<file path="config.mk">
export PLATFORM = sky130hd
export DESIGN_NAME = needle_reward_ledger_flat
export DESIGN_NICKNAME = d
export VERILOG_FILES = /design/src/rtl/needle_reward_ledger_if.sv /design/src/rtl/needle_reward_ledger.sv /design/src/flat_wrapper.sv
export SDC_FILE = /design/constraint.sdc
export NUM_CORES = 1
export LEC_CHECK = 0
export CAP_MARGIN = 20
export CELL_PAD_IN_SITES_DETAIL_PLACEMENT = 1
export CELL_PAD_IN_SITES_GLOBAL_PLACEMENT = 1
export CORE_MARGIN = 1.5
export CORE_UTILIZATION = 35
export CTS_CLUSTER_DIAMETER = 80
export DETAILED_ROUTE_END_ITERATION = 16
export GPL_ROUTABILITY_DRIVEN = 1
export GPL_TIMING_DRIVEN = 0
export HOLD_SLACK_MARGIN = 0.02
export PLACE_DENSITY = 0.77
export SLEW_MARGIN = 10
export SYNTH_ARGS = -nofsm -noshare
export SYNTH_HDL_FRONTEND = slang
export SYNTH_SLANG_ARGS = --single-unit
</file>
<file path="constraint.sdc">
create_clock -name clk -period 7.6 [get_ports clk]
set_clock_uncertainty 0.05 [all_clocks]
set_input_delay 0.76 -clock clk [delete_from_list [all_inputs] [get_ports clk]]
set_output_delay 0.76 -clock clk [all_outputs]
set_load 0.01 [all_outputs]
</file>
<file path="src/rtl/needle_reward_ledger_if.sv">
// Verdict-in / payout-out handshake bundle for the reward ledger.
interface needle_reward_ledger_if #(
    parameter int unsigned REWARD_W = 32
);
    logic                in_valid;
    logic                in_ready;
    logic [REWARD_W-1:0] in_reward;
    logic                in_boost;
    logic                out_valid;
    logic                out_ready;
    logic [REWARD_W-1:0] out_amount;
    logic                out_bonus;

    modport master (
        output in_valid, in_reward, in_boost, out_ready,
        input  in_ready, out_valid, out_amount, out_bonus
    );

    modport slave (
        input  in_valid, in_reward, in_boost, out_ready,
        output in_ready, out_valid, out_amount, out_bonus
    );
endinterface

</file>
<file path="src/rtl/needle_reward_ledger.sv">
// Qualifies reward verdicts, tracks hit streaks with a bonus, keeps saturating
// totals and queues each rewarded hit in a first-word-fall-through payout FIFO.
module needle_reward_ledger #(
    parameter int unsigned REWARD_W    = 32,
    parameter int unsigned ACC_W       = 48,
    parameter int unsigned FIFO_DEPTH  = 4,
    parameter int unsigned STREAK_LEN  = 3,
    parameter int unsigned BONUS_UNITS = 125
) (
    input  logic                          clk,
    input  logic                          rst_n,
    needle_reward_ledger_if.slave         bus,
    output logic [ACC_W-1:0]              total_reward,
    output logic [15:0]                   found_count,
    output logic [15:0]                   mismatch_count,
    output logic [7:0]                    streak,
    output logic                          overflow,
    output logic [$clog2(FIFO_DEPTH):0]   fifo_level
);
    localparam int unsigned PW = $clog2(FIFO_DEPTH);

    logic [REWARD_W-1:0] mem_amount [FIFO_DEPTH];
    logic                mem_bonus  [FIFO_DEPTH];
    logic [PW-1:0]       rd_ptr;
    logic [PW-1:0]       wr_ptr;

    logic                accept;
    logic                hit;
    logic                mismatch;
    logic                push;
    logic                pop;
    logic                bonus;
    logic [7:0]          streak_inc;
    logic [7:0]          streak_next;
    logic [REWARD_W:0]   amount_sum;
    logic                amount_sat;
    logic [REWARD_W-1:0] amount;
    logic [ACC_W:0]      total_sum;
    logic                total_sat;
    logic [ACC_W-1:0]    total_next;

    // Ready depends only on the registered level, so a pop never opens a full FIFO early.
    assign bus.in_ready   = rst_n && (fifo_level != (PW+1)'(FIFO_DEPTH));
    assign bus.out_valid  = (fifo_level != '0);
    assign bus.out_amount = mem_amount[rd_ptr];
    assign bus.out_bonus  = mem_bonus[rd_ptr];

    always_comb begin
        accept      = bus.in_valid && bus.in_ready;
        hit         = bus.in_boost && (bus.in_reward != '0);
        mismatch    = bus.in_boost != (bus.in_reward != '0);
        push        = accept && hit;
        pop         = bus.out_valid && bus.out_ready;
        streak_inc  = (streak == 8'hFF) ? 8'hFF : streak + 8'd1;
        bonus       = (streak_inc == 8'(STREAK_LEN));
        streak_next = bonus ? '0 : streak_inc;
        amount_sum  = {1'b0, bus.in_reward} + (bonus ? (REWARD_W+1)'(BONUS_UNITS) : '0);
        amount_sat  = amount_sum[REWARD_W];
        amount      = amount_sat ? '1 : amount_sum[REWARD_W-1:0];
        total_sum   = {1'b0, total_reward} + (ACC_W+1)'(amount);
        total_sat   = total_sum[ACC_W];
        total_next  = total_sat ? '1 : total_sum[ACC_W-1:0];
    end

    always_ff @(posedge clk or negedge rst_n) begin
        if (!rst_n) begin
            for (int unsigned i = 0; i < FIFO_DEPTH; i++) begin
                mem_amount[i] <= '0;
                mem_bonus[i]  <= 1'b0;
            end
            rd_ptr         <= '0;
            wr_ptr         <= '0;
            fifo_level     <= '0;
            total_reward   <= '0;
            found_count    <= '0;
            mismatch_count <= '0;
            streak         <= '0;
            overflow       <= 1'b0;
        end else begin
            if (accept && mismatch) begin
                mismatch_count <= mismatch_count + 16'd1;
            end
            if (accept) begin
                streak <= hit ? streak_next : '0;
            end
            if (push) begin
                mem_amount[wr_ptr] <= amount;
                mem_bonus[wr_ptr]  <= bonus;
                wr_ptr             <= wr_ptr + PW'(1);
                total_reward       <= total_next;
                found_count        <= found_count + 16'd1;
                if (amount_sat || total_sat) begin
                    overflow <= 1'b1;
                end
            end
            if (pop) begin
                rd_ptr <= rd_ptr + PW'(1);
            end
            case ({push, pop})
                2'b10:   fifo_level <= fifo_level + (PW+1)'(1);
                2'b01:   fifo_level <= fifo_level - (PW+1)'(1);
                default: fifo_level <= fifo_level;
            endcase
        end
    end
endmodule

</file>
<file path="src/flat_wrapper.sv">
// flat-port wrapper written by rule: the top's interface ports become plain ports
module needle_reward_ledger_flat 
#(
    parameter int unsigned REWARD_W    = 32,
    parameter int unsigned ACC_W       = 48,
    parameter int unsigned FIFO_DEPTH  = 4,
    parameter int unsigned STREAK_LEN  = 3,
    parameter int unsigned BONUS_UNITS = 125
)
  (clk, rst_n, total_reward, found_count, mismatch_count, streak, overflow, fifo_level, bus_in_valid, bus_in_reward, bus_in_boost, bus_out_ready, bus_in_ready, bus_out_valid, bus_out_amount, bus_out_bonus);
  needle_reward_ledger_if #(.REWARD_W(REWARD_W)) bus_i ();
  input  logic clk;
  input  logic rst_n;
  output logic [ACC_W-1:0] total_reward;
  output logic [15:0] found_count;
  output logic [15:0] mismatch_count;
  output logic [7:0] streak;
  output logic overflow;
  output logic [$clog2(FIFO_DEPTH):0] fifo_level;
  input wire logic [$bits(bus_i.in_valid)-1:0] bus_in_valid;
  input wire logic [$bits(bus_i.in_reward)-1:0] bus_in_reward;
  input wire logic [$bits(bus_i.in_boost)-1:0] bus_in_boost;
  input wire logic [$bits(bus_i.out_ready)-1:0] bus_out_ready;
  output wire logic [$bits(bus_i.in_ready)-1:0] bus_in_ready;
  output wire logic [$bits(bus_i.out_valid)-1:0] bus_out_valid;
  output wire logic [$bits(bus_i.out_amount)-1:0] bus_out_amount;
  output wire logic [$bits(bus_i.out_bonus)-1:0] bus_out_bonus;
  assign bus_i.in_valid = bus_in_valid;
  assign bus_i.in_reward = bus_in_reward;
  assign bus_i.in_boost = bus_in_boost;
  assign bus_i.out_ready = bus_out_ready;
  assign bus_in_ready = bus_i.in_ready;
  assign bus_out_valid = bus_i.out_valid;
  assign bus_out_amount = bus_i.out_amount;
  assign bus_out_bonus = bus_i.out_bonus;
  needle_reward_ledger #(.REWARD_W(REWARD_W), .ACC_W(ACC_W), .FIFO_DEPTH(FIFO_DEPTH), .STREAK_LEN(STREAK_LEN), .BONUS_UNITS(BONUS_UNITS)) u_core (.clk(clk), .rst_n(rst_n), .bus(bus_i), .total_reward(total_reward), .found_count(found_count), .mismatch_count(mismatch_count), .streak(streak), .overflow(overflow), .fifo_level(fifo_level));
endmodule
</file>
[Word level (Yosys, flattened, before mapping)]
Cells that the tools add are included.
Storage, ports and cells
  flip-flop bits (word level): 228
  bits of input ports: 37
  output and inout port bits: 127
  logic and storage cells: 67
Operators by class
  add/subtract/negate cells: 9
  $lt $le $gt $ge: 3
  equal/unequal tests: 6
  mux-type cells: 19
  bitwise gates (word level): 2
  reductions and logical operators: 12
Operators by type and width (number)
  $bwmux W128: 1
  $mux W32: 4
  $bmux W32 S2: 1
  $demux W32 S2: 1
  $add A48 B32 Y49: 1
  $mux W48: 1
  $add A32 B33 Y33: 1
  $add A16 B1 Y16 const B: 2
  $reduce_bool A32 Y1: 1
  $mux W8: 3
  $add A8 B1 Y8 const B: 1
  $eq A8 B2 Y1 const B: 1
  $eq A8 B8 Y1 const B: 1
  $logic_and A1 B1 Y1: 7
  $mux W7: 1
  $ge A3 B3 Y1 const B: 2
  $not A2 Y3: 2
  $pmux W3 S2: 1
  $add A2 B1 Y2 const B: 2
  $bwmux W4: 1
  $add A3 B1 Y3 const B: 1
  $lt A3 B1 Y1 const B: 1
  $mux W1: 3
  $ne A3 B3 Y1 const B: 1
  10 further kinds: 10

[Longest topological paths before layout]
Gate-level depths: netlist of run 1.
  word-level depth: 9
  depth in mapped cells: 32
  mapped depth without buffers: 28

[Worst setup path after synthesis of run 1]
No wires, ideal clock.
  kind: register to register
  start: reg u_core.streak[0]
  end: reg u_core.total_reward[23]
  library setup time: 65 ps
  arrival time: 6441 ps
  data required time: 7485 ps
  path slack: 1044 ps
  cell stages (with the launch flop): 33
  buffers on the path: 4
  clock period less this slack: 6556 ps
  path through: dfrtp_1 > ha_1 > nand2_1 > nor3_1 > nand2_1 > nor2_1 > o221ai_1 > nor2_1 > ha_1 > ha_1 > a21o_1 > a21oi_1 > o21bai_1 > a211oi_2 > nor4_1 > and2_1 > buf_2 > buf_2 > nor2_1 > inv_1 > ha_1 > inv_1 > fa_1 > nor2b_1 > o2111ai_1 > a31oi_4 > o311ai_2 > a311o_1 > and2_4 > buf_6 > o31ai_4 > buf_6 > o22a_1
On the way
  longest elaborated chain between the ends: 8
  elaborated cells between the ends (all ways): 9
RTL lines
  from (decl): RTL line needle_reward_ledger.sv:16  | output logic [7:0] streak,
  from (signal assigned): RTL line needle_reward_ledger.sv:84  | streak <= hit ? streak_next : '0;
  $add A8 B1 Y8 / $eq A8 B8 Y1 (equally long branches): RTL line needle_reward_ledger.sv:54  | streak_inc = (streak == 8'hFF) ? 8'hFF : streak + 8'd1;
  $mux W8 (*): RTL line needle_reward_ledger.sv:54
  $eq A8 B2 Y1 (*): RTL line needle_reward_ledger.sv:55  | bonus = (streak_inc == 8'(STREAK_LEN));
  via u_core.bonus: RTL line needle_reward_ledger.sv:32  | logic bonus;
  $mux W7 (*): RTL line needle_reward_ledger.sv:57  | amount_sum = {1'b0, bus.in_reward} + (bonus ? (REWARD_W+1)'(BONUS_UNITS) : '0);
  $add A32 B33 Y33 (*): RTL line needle_reward_ledger.sv:57
  $mux W32 (*): RTL line needle_reward_ledger.sv:59  | amount = amount_sat ? '1 : amount_sum[REWARD_W-1:0];
  via u_core.amount[0]: RTL line needle_reward_ledger.sv:37  | logic [REWARD_W-1:0] amount;
  $add A48 B32 Y49 (*): RTL line needle_reward_ledger.sv:60  | total_sum = {1'b0, total_reward} + (ACC_W+1)'(amount);
  $mux W48 (*): RTL line needle_reward_ledger.sv:62  | total_next = total_sat ? '1 : total_sum[ACC_W-1:0];
  to (signal assigned): RTL line needle_reward_ledger.sv:90  | total_reward <= total_next;
  to (decl): RTL line needle_reward_ledger.sv:13  | output logic [ACC_W-1:0] total_reward,
The timed path passes the listed nets; every way through them passes the cells marked *.
A chain may end at the register's enable or synchronous reset.

[Worst setup path after layout of run 1]
  start: reg u_core.streak[0]
  end: reg u_core.total_reward[28]
Same word-level chain as after synthesis.

==> results of run 1 <==
## area by class of cell
cell class / instances / area (sq um)
inverters: 61 / 229
plain buffers: 61 / 264
clock inverters: 7 / 139
well taps: 461 / 577
clock buffers: 38 / 807
multi-input cells: 949 / 6530
flip-flops and latches: 228 / 5710
fillers: 4054 / 19500
repair buffers: 177 / 1790
## flip-flops by register name (all words and copies together), names as in the netlist
name	count
u_core.fifo_level	3
u_core.found_count	16
u_core.mem_amount	128
u_core.mem_bonus	4
u_core.mismatch_count	16
u_core.overflow	1
u_core.rd_ptr	2
u_core.streak	8
u_core.total_reward	48
u_core.wr_ptr	2
## metrics by stage
step	worst slack [ns]	area (sq um)	hold WS, ns	power [uW]	std cells
after floorplan	1.04	12600	0.393	4110	1299
after global placement	-6.21	14800	0.393	5340	1923
after detailed placement	-1.17	14900	0.401	5480	1926
after CTS	0.00242	15900	0.102	6980	1974
after global routing	-0.0798	16000	0.122	7460	1982
final	0.362	16000	0.0935	6970	1982
## Yosys cell counts, drive strengths merged (33+ instances only)
master / number
dfrtp: 228
nand2: 207
o21ai: 156
nor2: 68
inv: 61
xnor2: 57
a21oi: 48
ha: 48
clkbuf: 46
nand3: 42
mux4: 33
xor2: 33
## what timing repair did
item / in CTS / in global routing
setup endpoints to repair: 49 / 49
buffers inserted: 3 / 8
resized for setup: 9 / 9
hold buffers: 0 / 0
pin swaps: 2 / 4
## power breakdown
part / switching, uW / internal (uW) / total (uW)
clock network: 534 / 865 / 1400
logic: 1890 / 1670 / 3560
registers: 341 / 1680 / 2020
## layer usage
layer / up-vias / global-route usage [%] / wire, um
met2: 235 / 39.1 / 20300
met3: 66 / 2.86 / 1660
met5: - / 0 / 0
li1: 5042 / - / -
met4: 0 / 6.27 / 1090
met1: 5511 / 30.5 / 18900
## worst max-delay path: cells and delay by family (launching register included)
family / cells / cell delay [ns]
compound gates: 11 / 2.25
fa+ha+maj: 5 / 1.26
buf+inv: 7 / 1.10
flops: 1 / 0.45
simple gates: 10 / 2.04
## logic make-up (layout without fill, tap and decap cells)
logic type / after synthesis / after routing / share of synthesized area [%]
AO/OA/AOI/OAI: 334 / 334 / 16.6
XOR/XNOR: 90 / 90 / 6.24
adder cells (fa/ha/maj): 50 / 50 / 5.07
buffers and inverters: 122 / 344 / 3.88
flip-flops: 228 / 228 / 45.2
multiplexers: 56 / 56 / 7.88
AND/OR/NAND/NOR: 419 / 419 / 15.1
## final timing paths
kind | end | slack (ns) | cells after the start
hold reg to reg | u_core.overflow$_DFFE_PN0P_ | 0.42 | 1
setup / recovery | u_core.total_reward[28]$_DFFE_PN0P_ | 0.36 | 33
max in group asynchronous | u_core.found_count[15]$_DFFE_PN0P_ | 6.46 | 2
setup reg to reg | u_core.total_reward[28]$_DFFE_PN0P_ | 0.36 | 33
hold / removal | u_core.mem_amount[101]$_DFFE_PN0P_ | 0.09 | 1
min in group clk | u_core.overflow$_DFFE_PN0P_ | 0.42 | 1
==> impl_metrics.py, run 1 <==
metrics = {
    "routing": {
        "dr.first_iter.drc_count": 539,
        "antenna_left": 0,
        "avgRoutedWirePerCell_um": 21.2,
        "detail_route.drc_violations": 0,
        "routed-via-count": 10854,
        "drt_first_pass_iters": 5,
        "avgViaCountPerCell": 5.48,
        "routed_wirelength_um": 42000,
    },
    "worst_setup_path": {
        "startpoint_type": "register",
        "cp.arrival_ns": 7.66,
        "path_class": "register to register",
        "crit-reg2reg-launch": "u_core.streak[0]$_DFFE_PN0P_",
        "crit_path_max_incr_delay_ns": 0.46,
        "cp_slowest_cell": "a311o_1",
        "critPathMaxFanout": 10,
        "required_time_of_the_critical_path_ns": 8.03,
        "worst_setup_path_startpoint": "u_core.streak[0]$_DFFE_PN0P_",
        "end_kind": "register",
        "timing.critical_path.mode_cell": "ha_1",
    },
    "timing": {
        "post-route-period-util_pct": 95.2,
        "max_freq_mhz": 138,
        "final-setup-viol-count": 0,
        "finalWorstPathRequiredPeriod_ns": 7.24,
        "worst_pin_slew_ns": 1.05,
        "total_neg_setup_slack_ns": 0,
        "slew_violations": 0,
        "timing.final.hold_violations": 0,
        "timing.max_slew.rel_slack_pct": 29.7,
    },
    "global_routing": {
        "grt_antenna_before_repair": 0,
        "grt_first_pass_wirelength_um": 65700,
        "grt_pass1_vias": 11671,
        "track_usage_pct": 22.9,
        "grt_max_degree": 106,
        "grt_remaining_overflow": 0,
    },
    "finish": {
        "antenna_cells_inserted": 0,
        "num-nets-final": 1592,
        "fin_util_pct": 45.1,
        "layout.cells.most_common_list": "dfrtp_1, nand2_1, clkdlybuf4s50_1, o21ai_0, nor2_1",
        "area_growth_pct": 27.0,
        "layout.cells.most_common": "dfrtp_1",
        "final_layout_size_suffix_gt1_share_pct": 9.34,
    },
    "placed_design": {
        "place_congestion": 0.887,
        "place_hpwl_um": 30500,
        "port_buffers": 163,
    },
    "die": {
        "die_x_um": 193,
        "chipHeight_um": 193,
        "rows": 69,
        "num_ports": 164,
        "fp.dieArea_sq_mm": 0.0372,
        "core_area_sq_mm": 0.0356,
        "start_util_pct": 35.5,
    },
    "logic_synthesis": {
        "netlist_area_sq_mm": 0.0126,
        "synth.top_cell.area_share_pct": 45.2,
        "synthDistinctLibCells": 66,
        "syn-instance-count": 1299,
        "synth-seq-cells": 228,
        "post_synthesis_net_count": 1386,
        "primary_ff_master_synth": "dfrtp_1",
        "number_of_enable_type_register_cells_in_the_synthesized_netlist": 0,
        "synthDominantAreaCellType": "dfrtp_1",
        "synth_seq_area_share_pct": 45.2,
        "asyncSetResetFlopFracSynth_pct": 100,
        "synth.avg_cell_area_sq_um": 9.73,
        "netlist_top_cells_area": "dfrtp_1, nand2_1, o21ai_0",
        "yosys_warnings": 0,
    },
    "pwr": {
        "vdd_drop_max_mv": 0.177,
        "p_leak_uw": 0.00706,
        "pwr_density_cell_mw_per_mm2": 435,
    },
    "clock_network": {
        "tritoncts.num_buffers": 27,
        "clock_tree.htree_level_count": 1,
        "clk_pin_slew_worst_paths_ns": 0.06,
        "cts.sinks": 228,
        "cts_buffer_depth": 3,
        "clock_tree_from_tritoncts": "done",
        "worst_skew_pair.late_latency_ns": 0.55,
        "root_cell_of_the_clock_tree": "clkbuf_16",
    },
    "flow_run": {
        "drv.max_cap_violation_count": 0,
    },
    "status": {
        "outcome": "finished, final reports clean",
    },
    "hold_path": {
        "min_path_type": "input pin to async pin",
    },
}
Power figures use the tool's default switching activity.
==> inputs of run 2 (changes only) <==
--- a/config.mk
+++ b/config.mk
@@ -13,7 +13,6 @@
 export CTS_CLUSTER_DIAMETER = 80
 export DETAILED_ROUTE_END_ITERATION = 16
 export GPL_ROUTABILITY_DRIVEN = 1
-export GPL_TIMING_DRIVEN = 0
 export HOLD_SLACK_MARGIN = 0.02
 export PLACE_DENSITY = 0.77
 export SLEW_MARGIN = 10
==> run 2 against run 1 <==
Register-to-register slack better by 0.25 ns. Fmax up 3.6%. Setup slack better by 0.25 ns. Largest power group unchanged.
==> impl_metrics.py, run 2 (synthesis results as in run 1) <==
metrics = {
    "worst_setup_path": {
        "startpoint_type": "register",
        "cp.arrival_ns": 7.41,
        "end_kind": "register",
        "crit-reg2reg-launch": "u_core.streak[0]$_DFFE_PN0P_",
        "critPathMaxFanout": 19,
        "r2r_end": "u_core.total_reward[6]$_DFFE_PN0P_",
        "timing.reg2reg.worst_path_depth": 27,
        "worst_setup_path_startpoint": "u_core.streak[0]$_DFFE_PN0P_",
        "path_class": "register to register",
        "timing.reg2reg.setup_slack_ns": 0.61,
        "required_time_of_the_critical_path_ns": 8.02,
        "crit_path_end": "u_core.total_reward[6]$_DFFE_PN0P_",
    },
    "die": {
        "die_x_um": 193,
        "num_ports": 164,
        "start_util_pct": 35.5,
        "chipHeight_um": 193,
        "rows": 69,
        "fp.dieArea_sq_mm": 0.0372,
        "core_area_sq_mm": 0.0356,
    },
    "timing": {
        "max_freq_mhz": 143,
        "final-setup-viol-count": 0,
        "timing.final.hold_violations": 0,
        "unrepaired_setup_endpoints_after_global_routing": "no",
        "worst_pin_slew_ns": 0.963,
        "post-route-period-util_pct": 91.9,
        "whs_ns": 0.216,
        "timing.max_slew.rel_slack_pct": 35.7,
        "slew_violations": 0,
        "finalWorstPathRequiredPeriod_ns": 6.99,
        "finalWorstSetupSlack_ns": 0.613,
    },
    "finish": {
        "seqCellArea_sq_mm": 0.00571,
        "reg_top3": "u_core.mem_amount x128, u_core.total_reward x48",
        "antenna_cells_inserted": 0,
        "filler_cell_count": 4008,
        "layout.cells.most_common": "dfrtp_1",
        "multi_input_comb_area_sq_mm": 0.00652,
        "layout.cells.most_common_list": "dfrtp_1, nand2_1, clkdlybuf4s50_1, o21ai_0, nor2_1",
        "final_layout_size_suffix_gt1_share_pct": 9.41,
        "area_growth_pct": 25.0,
        "num-nets-final": 1535,
        "fin_cells": 1928,
        "largest_register_ffs": 128,
        "final_area_sq_mm": 0.0158,
        "max_flop_register": "u_core.mem_amount",
    },
    "clock_network": {
        "root_cell_of_the_clock_tree": "clkbuf_16",
        "clock_tree_from_tritoncts": "done",
        "cts_setup_buffers": 0,
        "cts_buffer_depth": 3,
        "clock_tree.htree_level_count": 1,
        "worst_skew_pair.late_latency_ns": 0.54,
        "cts.sinks": 228,
        "number_of_hold_repair_buffers_added_at_the_cts_stage": 0,
        "tritoncts.num_buffers": 27,
        "clk_pin_slew_worst_paths_ns": 0.06,
    },
    "pwr": {
        "p_clk_share_pct": 20.9,
        "sequentialPowerShare_pct": 29.0,
        "p_sw_share_pct": 39.2,
        "p_leak_uw": 0.00694,
        "share_comb_of_total_power_pct": 50.1,
        "vdd_drop_max_mv": 0.251,
        "pwr_density_cell_mw_per_mm2": 438,
        "total_power_uw": 6920,
        "internal-power_uw": 4210,
        "switchingPower_uw": 2710,
    },
    "routing": {
        "routed-via-count": 10527,
        "avgViaCountPerCell": 5.46,
        "dr.first_iter.drc_count": 440,
        "detail_route.drc_violations": 0,
        "avgRoutedWirePerCell_um": 20.6,
        "routed_wirelength_um": 39700,
        "drt_first_pass_iters": 4,
        "antenna_left": 0,
    },
    "placed_design": {
        "port_buffers": 163,
        "numPlacedInstances": 1879,
        "place_congestion": 0.828,
        "place_ws_ns": -0.0351,
        "place_hpwl_um": 28100,
        "placed_cell_areas_sq_mm": 0.0147,
    },
    "status": {
        "outcome": "finished, final reports clean",
    },
    "global_routing": {
        "grt_antenna_before_repair": 1,
        "grt_pass1_vias": 11050,
        "grt_max_degree": 97,
        "grt_remaining_overflow": 0,
        "grt_first_pass_wirelength_um": 62600,
        "track_usage_pct": 21.6,
    },
    "hold_path": {
        "min_path_type": "input pin to async pin",
    },
    "flow_run": {
        "drv.max_cap_violation_count": 0,
    },
}
run 2: cell count changes in the layout (fill, tap and decap cells not counted), moves of 3 or more:
cell | previous run | this run
buf_2 | 5 | 0
nand2_1 | 207 | 203
nand2_2 | 0 | 4
clkbuf_8 | 9 | 3
buf_4 | 11 | 17
clkbuf_1 | 48 | 1
buf_1 | 6 | 0
buf_6 | 3 | 0
clkinv_2 | 2 | 7
bufinv_16 | 4 | 7
run 2: critical path: stages, from the launching register on:
cell	delay, ns
dfrtp_1	0.41
ha_1	0.23
nand2_1	0.14
nor3_1	0.27
buf_4	0.18
nor2_1	0.05
o221ai_2	0.32
nor2_4	0.13
ha_1	0.22
ha_1	0.21
a21o_1	0.18
a21oi_1	0.21
o21bai_1	0.12
a211oi_2	0.29
nor4_2	0.10
and2_1	0.26
buf_4	0.25
nor2_1	0.33
inv_1	0.14
ha_1	0.42
o21ai_1	0.13
a211o_1	0.35
a31oi_4	0.19
o311ai_2	0.18
a311o_1	0.45
and2_4	0.23
o31ai_4	0.61
o22a_1	0.25
run 2: metrics by stage:
stage,utilization [%],setup TNS (ns)
2_1_floorplan,-,0
3_3_place_gp,41.4,0
3_5_place_dp,41.4,-0.230
4_1_cts,44.3,0
5_1_grt,44.4,0
6_report,44.4,0
run 2: how the worst min path moves through the flow:
stage,endpoint,cells after the start,slack (ns)
after global routing,u_core.mem_amount[105]$_DFFE_PN0P_,1,0.27
after floorplan,u_core.mem_bonus[1]$_DFFE_PN0P_,2,0.39
after global placement,u_core.mem_amount[20]$_DFFE_PN0P_,2,0.41
final,u_core.mem_amount[5]$_DFFE_PN0P_,1,0.22
after CTS,u_core.mem_amount[105]$_DFFE_PN0P_,1,0.23
after detailed placement,u_core.overflow$_DFFE_PN0P_,1,0.40
run 2: timing repair:
| item | 4_1_cts | 5_1_grt |
|---|---|---|
| resized for setup | 1 | 6 |
| setup endpoints to repair | 23 | 48 |
| pin swaps | 1 | 0 |
| cloned | 1 | 0 |
run 2: power by group through the flow:
stage	clock network (uW)	registers (uW)	logic (uW)
finish	1450	2010	3460
global route	1530	2070	3810
CTS	1480	2010	3480
detailed placement	0	2030	3440
global placement	0	2000	3370
floorplan	0	1970	2140
run 2: layer usage:
metal  track usage (%)  routed length [um]
met5                 0                  13
met4              5.09                 869
met3              3.31                1580
met2              37.0               19400
met1              28.6               17900
run 2: area by class of cell:
type | count | share of cell area [%]
Multi-Input combinational cell | 950 | 41.3
Sequential cell | 228 | 36.1
Timing Repair Buffer | 180 | 11.2
Clock buffer | 31 | 4.56
Tap cell | 461 | 3.65
Clock inverter | 17 | 1.70
Inverter | 61 | 1.45
==> inputs of run 3 (changes only) <==
--- a/config.mk
+++ b/config.mk
@@ -15,6 +15,7 @@
 export GPL_ROUTABILITY_DRIVEN = 1
 export HOLD_SLACK_MARGIN = 0.02
 export PLACE_DENSITY = 0.77
+export RECOVER_POWER = 100
 export SLEW_MARGIN = 10
 export SYNTH_ARGS = -nofsm -noshare
 export SYNTH_HDL_FRONTEND = slang
==> run 3 against run 2 <==
The flow now finishes with violations (capacitance limit, slew limit). Critical path depth did not move. Non-clock buffer count did not move. Global-route usage did not move. Critical path type unchanged. Highest routed layer unchanged.
==> impl_metrics.py, run 3 (synthesis results as in run 1) <==
metrics = {
    "worst_setup_path": {
        "startpoint_type": "register",
        "timing.reg2reg.worst_path_depth": 27,
        "end_kind": "register",
        "worst_setup_path_startpoint": "u_core.streak[0]$_DFFE_PN0P_",
        "cp_slowest_cell": "o31ai_4",
        "crit_path_end": "u_core.total_reward[6]$_DFFE_PN0P_",
        "timing.reg2reg.setup_slack_ns": 0.55,
        "required_time_of_the_critical_path_ns": 8.01,
        "cp.arrival_ns": 7.47,
        "critPathMaxFanout": 19,
        "crit_buf_inv": 3,
        "r2r_end": "u_core.total_reward[6]$_DFFE_PN0P_",
        "path_depth": 27,
        "path_class": "register to register",
        "worst_path_dominant_cell_family": "compound AO/OA/AOI/OAI gates",
        "timing.critical_path.mode_cell": "ha_1",
        "crit_path_max_incr_delay_ns": 0.61,
        "crit-reg2reg-launch": "u_core.streak[0]$_DFFE_PN0P_",
    },
    "clock_network": {
        "clock_tree_from_tritoncts": "done",
        "number_of_hold_repair_buffers_added_at_the_cts_stage": 0,
        "cts_setup_buffers": 0,
        "tritoncts.num_buffers": 27,
        "worst_skew_pair.late_latency_ns": 0.54,
        "clock_tree.htree_level_count": 1,
        "root_cell_of_the_clock_tree": "clkbuf_16",
        "clk_pin_slew_worst_paths_ns": 0.06,
        "cts.sinks": 228,
        "cts_buffer_depth": 3,
    },
    "finish": {
        "layout.cells.most_common": "dfrtp_1",
        "seqCellArea_sq_mm": 0.00571,
        "final_layout_size_suffix_gt1_share_pct": 8.59,
        "multi_input_comb_area_sq_mm": 0.00648,
        "num-nets-final": 1535,
        "largest_register_ffs": 128,
        "max_flop_register": "u_core.mem_amount",
        "reg_top3": "u_core.mem_amount x128, u_core.total_reward x48",
        "filler_cell_count": 4014,
        "antenna_cells_inserted": 0,
        "area_growth_pct": 24.4,
        "layout.cells.most_common_list": "dfrtp_1, nand2_1, o21ai_0, dlygate4sd3_1, nor2_1",
        "fin_cells": 1928,
        "final_area_sq_mm": 0.0157,
    },
    "timing": {
        "slew_violations": 227,
        "finalWorstPathRequiredPeriod_ns": 7.05,
        "post-route-period-util_pct": 92.8,
        "final-setup-viol-count": 0,
        "whs_ns": 0.214,
        "max_freq_mhz": 142,
        "total_neg_setup_slack_ns": 0,
        "timing.max_slew.rel_slack_pct": -169,
        "worst_pin_slew_ns": 4.03,
        "unrepaired_setup_endpoints_after_global_routing": "no",
        "timing.final.hold_violations": 0,
        "finalWorstSetupSlack_ns": 0.547,
    },
    "die": {
        "fp.dieArea_sq_mm": 0.0372,
        "core_area_sq_mm": 0.0356,
        "chipHeight_um": 193,
        "num_ports": 164,
        "die_x_um": 193,
        "start_util_pct": 35.5,
        "rows": 69,
    },
    "pwr": {
        "pwr_density_cell_mw_per_mm2": 432,
        "share_comb_of_total_power_pct": 49.2,
        "internal-power_uw": 4110,
        "switchingPower_uw": 2680,
        "p_sw_share_pct": 39.5,
        "vdd_drop_max_mv": 0.242,
        "sequentialPowerShare_pct": 29.5,
        "p_leak_uw": 0.00711,
        "p_clk_share_pct": 21.3,
    },
    "status": {
        "outcome": "complete, but fails checks",
        "violations": "capacitance limit, slew limit",
    },
    "global_routing": {
        "grt_first_pass_wirelength_um": 62600,
        "grt_max_degree": 97,
        "grt_antenna_before_repair": 2,
        "grt_remaining_overflow": 0,
        "grt_pass1_vias": 11050,
        "track_usage_pct": 21.6,
    },
    "placed_design": {
        "place_congestion": 0.828,
        "placed_cell_areas_sq_mm": 0.0147,
        "place_ws_ns": -0.0351,
        "numPlacedInstances": 1879,
        "place_hpwl_um": 28100,
        "port_buffers": 163,
    },
    "routing": {
        "dr.first_iter.drc_count": 423,
        "routed-via-count": 10561,
        "drt_first_pass_iters": 4,
        "detail_route.drc_violations": 0,
        "avgRoutedWirePerCell_um": 20.6,
        "avgViaCountPerCell": 5.48,
        "antenna_left": 0,
        "routed_wirelength_um": 39700,
    },
    "hold_path": {
        "min_path_type": "input pin to async pin",
    },
    "flow_run": {
        "drv.max_cap_violation_count": 4,
    },
}
-- run 3: final cells by class --
class / instances / area share, %
timing repair buffer: 180 / 11.0
clock inverter: 17 / 1.71
inverter: 61 / 1.46
sequential: 228 / 36.3
clock buffer: 31 / 4.59
tap: 461 / 3.67
multi-input combinational: 950 / 41.2
-- run 3: metal layers --
layer / vias up / share of wire [%] / track usage, %
met5: - / 0.033 / 0
li1: 4945 / - / -
met1: 5328 / 45 / 28.6
met4: 2 / 2.2 / 5.09
met3: 61 / 4.1 / 3.31
met2: 225 / 49 / 37.0
-- run 3: how the worst min path moves through the flow --
stage	startpoint	endpoint	slack, ns	cells after the start
finish	rst_n	u_core.mem_amount[5]$_DFFE_PN0P_	0.21	1
global route	rst_n	u_core.mem_amount[105]$_DFFE_PN0P_	0.27	1
CTS	rst_n	u_core.mem_amount[105]$_DFFE_PN0P_	0.23	1
detailed placement	u_core.overflow$_DFFE_PN0P_	u_core.overflow$_DFFE_PN0P_	0.40	1
floorplan	u_core.mem_bonus[1]$_DFFE_PN0P_	u_core.mem_bonus[1]$_DFFE_PN0P_	0.39	2
global placement	u_core.mem_amount[20]$_DFFE_PN0P_	u_core.mem_amount[20]$_DFFE_PN0P_	0.41	2
-- run 3: power groups by stage --
stage | logic, uW | clock network [uW] | registers (uW)
final | 3340 | 1450 | 2000
after floorplan | 2140 | 0 | 1970
after global placement | 3370 | 0 | 2000
after detailed placement | 3440 | 0 | 2030
after global routing | 3690 | 1530 | 2070
after CTS | 3480 | 1480 | 2010
-- run 3: what timing repair did --
item,in CTS,in global routing
endpoints found under the setup margin,23,48
pin swaps,1,0
resized for setup,1,6
cloned,1,0
-- run 3: metrics by stage --
stage                     power, uW  util (%)
after global routing           7280      44.2
after detailed placement       5470      41.4
after floorplan                4110         -
after global placement         5360      41.4
final                          6790      44.2
after CTS                      6980      44.3
